<file path="src/rtl/instruction_fetch.sv">
// ---------------------------------------------------------------------------
// instruction_fetch
//
// Purpose:
//   Fetches 16-bit instruction halfwords from a request/acknowledge memory
//   port and presents them to the decoder. There is one outstanding request
//   at most. The block supports redirects (branch, SWI, BIOS exit), HLT and
//   resume, and discards stale responses after a redirect.
//
// Parameters:
//   ADDR_WIDTH  width of the halfword-addressed PC and memory address
//   RESET_PC    first fetch address after reset
//   OS_START    first address outside BIOS space
//
// Ports:
//   clock        in   sole clock, rising edge
//   reset        in   synchronous, active-high
//   mem_req      out  fetch request (held with mem_addr until mem_ack)
//   mem_addr     out  fetch address
//   mem_ack      in   read data valid this cycle
//   mem_rdata    in   instruction halfword
//   redirect     in   branch taken / SWI / BIOS exit
//   redirect_pc  in   redirect target
//   halt         in   HLT retired (acts together with instr_ready)
//   resume       in   leave HALTED
//   instr_ready  in   decoder/control consumes Instruction
//   Instruction  out  instruction register feeding the decoder
//   instr_valid  out  Instruction holds a fetched word
//   pc           out  address of Instruction
//   is_bios      out  pc < OS_START
//   fetch_count  out  delivered-instruction counter
//
// Build option:
//   IF_PERF_COUNT_EN  when defined, fetch_count counts HOLD-state
//                     instr_ready handshakes (wrapping at 16 bits). When it
//                     is undefined, fetch_count is tied to 0 and no counter
//                     is built.
// ---------------------------------------------------------------------------
module instruction_fetch #(
   parameter int unsigned           ADDR_WIDTH = 16,
   parameter logic [ADDR_WIDTH-1:0] RESET_PC   = '0,
   parameter int unsigned           OS_START   = 2048
) (
   input  logic                  clock,
   input  logic                  reset,
   output logic                  mem_req,
   output logic [ADDR_WIDTH-1:0] mem_addr,
   input  logic                  mem_ack,
   input  logic [15:0]           mem_rdata,
   input  logic                  redirect,
   input  logic [ADDR_WIDTH-1:0] redirect_pc,
   input  logic                  halt,
   input  logic                  resume,
   input  logic                  instr_ready,
   output logic [15:0]           Instruction,
   output logic                  instr_valid,
   output logic [ADDR_WIDTH-1:0] pc,
   output logic                  is_bios,
   output logic [15:0]           fetch_count
);

   localparam logic [ADDR_WIDTH-1:0] OS_START_A = ADDR_WIDTH'(OS_START);

   typedef enum logic [1:0] {FETCH, HOLD, DRAIN, HALTED} state_t;

   state_t                state, state_next;
   logic [ADDR_WIDTH-1:0] pc_next;
   logic [15:0]           instr_next;
   logic                  valid_next;
   logic                  ack_block;
   logic                  ack_ok;

   // A response arriving in the first cycle after reset belongs to a request
   // that reset abandoned, so it is ignored.
   assign ack_ok   = mem_ack && !ack_block;

   assign mem_req  = (state == FETCH) && !reset;
   assign mem_addr = pc;
   assign is_bios  = (pc < OS_START_A);

   always_ff @(posedge clock) begin
      ack_block <= reset;
      if (reset) begin
         state       <= FETCH;
         pc          <= RESET_PC;
         Instruction <= 16'hFFFF;
         instr_valid <= 1'b0;
      end else begin
         state       <= state_next;
         pc          <= pc_next;
         Instruction <= instr_next;
         instr_valid <= valid_next;
      end
   end

   // Priority inside every state: redirect > halt > instr_ready > mem_ack.
   always_comb begin
      state_next = state;
      pc_next    = pc;
      instr_next = Instruction;
      valid_next = instr_valid;
      case (state)
         FETCH: begin
            if (redirect) begin
               pc_next = redirect_pc;
               // Response in the same cycle closes the old request; otherwise
               // it is still in flight and must be drained.
               state_next = ack_ok ? FETCH : DRAIN;
            end else if (ack_ok) begin
               instr_next = mem_rdata;
               valid_next = 1'b1;
               state_next = HOLD;
            end
         end
         HOLD: begin
            if (redirect) begin
               pc_next    = redirect_pc;
               valid_next = 1'b0;
               state_next = FETCH;
            end else if (instr_ready) begin
               pc_next    = pc + ADDR_WIDTH'(1);
               valid_next = 1'b0;
               state_next = halt ? HALTED : FETCH;
            end
         end
         DRAIN: begin
            if (redirect) pc_next = redirect_pc;
            if (ack_ok) state_next = FETCH;
         end
         HALTED: begin
            if (redirect) begin
               pc_next    = redirect_pc;
               valid_next = 1'b0;
               state_next = FETCH;
            end else if (resume) begin
               state_next = FETCH;
            end
         end
         default: state_next = FETCH;
      endcase
   end

`ifdef IF_PERF_COUNT_EN
   logic        handshake;
   logic [15:0] count;

   assign handshake   = (state == HOLD) && instr_ready && !redirect;
   assign fetch_count = count;

   always_ff @(posedge clock) begin
      if (reset)          count <= '0;
      else if (handshake) count <= count + 16'd1;
   end
`else
   assign fetch_count = 16'd0;
`endif

endmodule

</file>
<file path="config.mk">
export PLATFORM = sky130hd
export DESIGN_NAME = instruction_fetch
export DESIGN_NICKNAME = d
export VERILOG_FILES = /design/src/rtl/instruction_fetch.sv
export SDC_FILE = /design/constraint.sdc
export NUM_CORES = 1
export LEC_CHECK = 0
export ABC_CLOCK_PERIOD_IN_PS = 4870
export CORE_MARGIN = 5
export CORE_UTILIZATION = 42
export CTS_CLUSTER_DIAMETER = 30
export DETAILED_ROUTE_END_ITERATION = 12
export GPL_ROUTABILITY_DRIVEN = 1
export PLACE_DENSITY_LB_ADDON = 0.25
export SETUP_SLACK_MARGIN = 0.2
export SLEW_MARGIN = 0
export SYNTH_ARGS = -nofsm -noshare
export SYNTH_HDL_FRONTEND = slang
export SYNTH_SLANG_ARGS = --single-unit
</file>
<file path="constraint.sdc">
create_clock -name clock -period 4.87 [get_ports clock]
set_input_delay 0.974 -clock clock [delete_from_list [all_inputs] [get_ports clock]]
set_output_delay 0.974 -clock clock [all_outputs]
set_load 0.01 [all_outputs]
</file>
==> flow_metrics.tcl <==
set metrics [dict create \
    dr.pass1.iters 4 \
    ant_nets 0 \
    io_pins 106 \
    dp_cells 338 \
    gp_congestion 0.695 \
    synth_top_cell_by_area "dfxtp_1" \
    grt_first_pass_wirelength_um 7490 \
    clk_root_buffer_cell "clkbuf_8" \
    period_share 0.673 \
    nFillCells 408 \
    port_buffers 89 \
    use_met1 0.188 \
    antenna_found_initial 0 \
    critPathArrivalTime_ns 2.30 \
    criticalPathCategory "in2out" \
    start_kind "input pin" \
    avgSynthCellArea_um2 8.70 \
    totalWireLength_um 4750 \
    grt_pass1_vias 1579 \
    critical_path.most_common_cell "clkdlybuf4s50_1" \
    coreArea_um2 4410 \
    dieArea_um2 6050 \
    clk_pin_slew_ns 0.06 \
    tritoncts "yes" \
    row_count 24 \
    gr-usage-all-layers 0.152 \
    rrSetupSlack_ns 2.58 \
    max_slew.worst_pin.slew_ns 0.908 \
    syn2layout_area_growth_pct 42.8 \
    cts_hold_buf 0 \
    grt_max_degree 33 \
    netlist_instances 222 \
    die_w_um 77.8 \
    cp-end-kind "primary output" \
    whs_ns 0.473 \
    grt_use_met2 0.250 \
    setup_slack_ns 1.59 \
    hold_viol 0 \
    slew_viol_final 0 \
    instances_no_fill 345 \
    layout_commonest_cell "clkdlybuf4s50_1" \
    maxCapViolations 0 \
    htreeDepth 2 \
    viasPerCell 4.92 \
    final.min_clock_period_ns 3.28 \
    cellLeakagePower_nw 0.990 \
    relSlewSlack 0.394 \
    status "complete, no violations" \
    power_density_nw_per_um2 244 \
    drc 0 \
    critPathMaxFanout 22 \
    critPathSlowestCell "clkdlybuf4s50_1" \
    gr-usage-met3 0.0521 \
    clock_latency_ns 0.28 \
    clock-skew-final_ns 0.00450 \
    cts.repair.resized 0 \
    required_ns 3.90 \
    worst-path-buf-inv 3 \
    fmax_ghz 0.305 \
    nets 333 \
    final_cell_mix "89 x clkdlybuf4s50_1, 36 x dfxtp_1, 24 x nand2_1" \
    grt-busiest-layer "met2" \
    cts.sinks 36 \
    antenna_cells 0 \
    finalSetupTns_ns 0 \
    synth_seq_cells 36 \
    setup_viol 0 \
    vias 1698 \
    hpwl_um 3570 \
    worstHoldPathType "reg2reg" \
    wl_per_cell_um 13.8 \
    cts_buffers 5 \
    synthesis.area_um2 1930 \
    critPathTopFamily "buffers and inverters" \
    yosysTopAreaCellShare 0.373 \
    post_cts_buffers 0 \
    drtIter0Drc 81 \
    yosysWarnings 0 \
    max_stage_delay_ns 0.56 \
    clockBufferDepth 2 \
    dp_slack_ns 1.60 \
    initial_core_util 0.437 \
    path_cells "clkdlybuf4s50_1 -> buf_4 -> nor3_1 -> clkdlybuf4s50_1" \
    synth_area_leaders "dfxtp_1 37%, buf_4 12%, mux2i_1 8.3%" \
    vdd_drop_max_v 0.000162 \
    grt_setup_unrepaired "no" \
    overflow 0 \
    drive_gt1_frac 0.0478 \
    die_h_um 77.8 \
    ys_types 39 \
    yosysSeqAreaShare 0.373 \
]
## report_power, final
part           internal (mW)  switching, mW  leakage (nW)
clock network         0.0971         0.0972        0.0410
registers              0.310         0.0202         0.296
logic                 0.0889         0.0603         0.652
## cells in the mapped netlist (all sizes together)
library cell / n
a31oi: 1
conb: 1
a21oi: 4
clkbuf: 8
mux2: 1
xnor2: 8
or4: 5
a2111oi: 1
buf: 34
or3: 3
or4b: 1
nand4: 3
a211oi: 9
o21ai: 4
nor4: 5
o22ai: 1
nand3: 6
inv: 8
dfxtp: 36
a31o: 1
o41ai: 1
nand3b: 3
mux2i: 16
nand4b: 1
o31ai: 3
nor3: 4
nand2: 24
nor2b: 1
ha: 1
nor2: 19
nand2b: 1
a311oi: 5
nor3b: 3
## layer usage
layer	vias up	wire length, um
met5	-	0
met4	0	44
met3	4	327
met2	52	2360
met1	768	2020
li1	874	-
## worst reg2reg max path, delay by kind of cell (launching register included)
family,cells,cell delay [ns]
AO/OA/AOI/OAI,1,0.24
flip-flops,1,0.59
AND/OR/NAND/NOR,3,1.38
## kinds of logic after synthesis
group / after synthesis / share of synthesized area
AOI/OAI and AO/OA: 30 / 0.110
other: 1 / 0.00194
adders and majority gates: 1 / 0.00648
DFF: 36 / 0.373
muxes: 17 / 0.0888
xor gates and xnor gates: 8 / 0.0363
buffers and inverters: 50 / 0.164
and+or+nand+nor: 79 / 0.219
## flip-flops by register name, summed over array words and instances, names as in the netlist
name         cells
Instruction     16
state            2
mem_addr        16
ack_block        1
instr_valid      1
## layout make-up
type                    count  area [um2]  area share
well taps                  52        65.1      0.0236
clock inverters             1        5.00     0.00181
repair buffers             91         906       0.328
clock buffers               6        72.6      0.0263
flip-flops and latches     36         721       0.261
inverters                   8        30.0      0.0109
multi-input cells         151         958       0.348
## metrics by stage
| stage | cell area, um2 | power, mW | util |
|---|---|---|---|
| floorplan | 1990 | 0.417 | - |
| global placement | 2680 | 0.486 | 0.607 |
| detailed placement | 2680 | 0.487 | 0.607 |
| CTS | 2760 | 0.684 | 0.625 |
| global route | 2760 | 0.711 | 0.625 |
| finish | 2760 | 0.674 | 0.625 |
## path summary, 6_finish.rpt
| path | startpoint | end | cells after the start |
|---|---|---|---|
| worst max-delay path | reset | mem_req | 4 |
| worst min-delay path | Instruction[11]$_SDFFE_PP1P_ | Instruction[11]$_SDFFE_PP1P_ | 2 |
| worst max register to register | state[0]$_SDFFE_PP0P_ | mem_addr[15]$_SDFFE_PP0P_ | 4 |
| worst min register to register | Instruction[11]$_SDFFE_PP1P_ | Instruction[11]$_SDFFE_PP1P_ | 2 |
(Power assumes the default switching activity.)
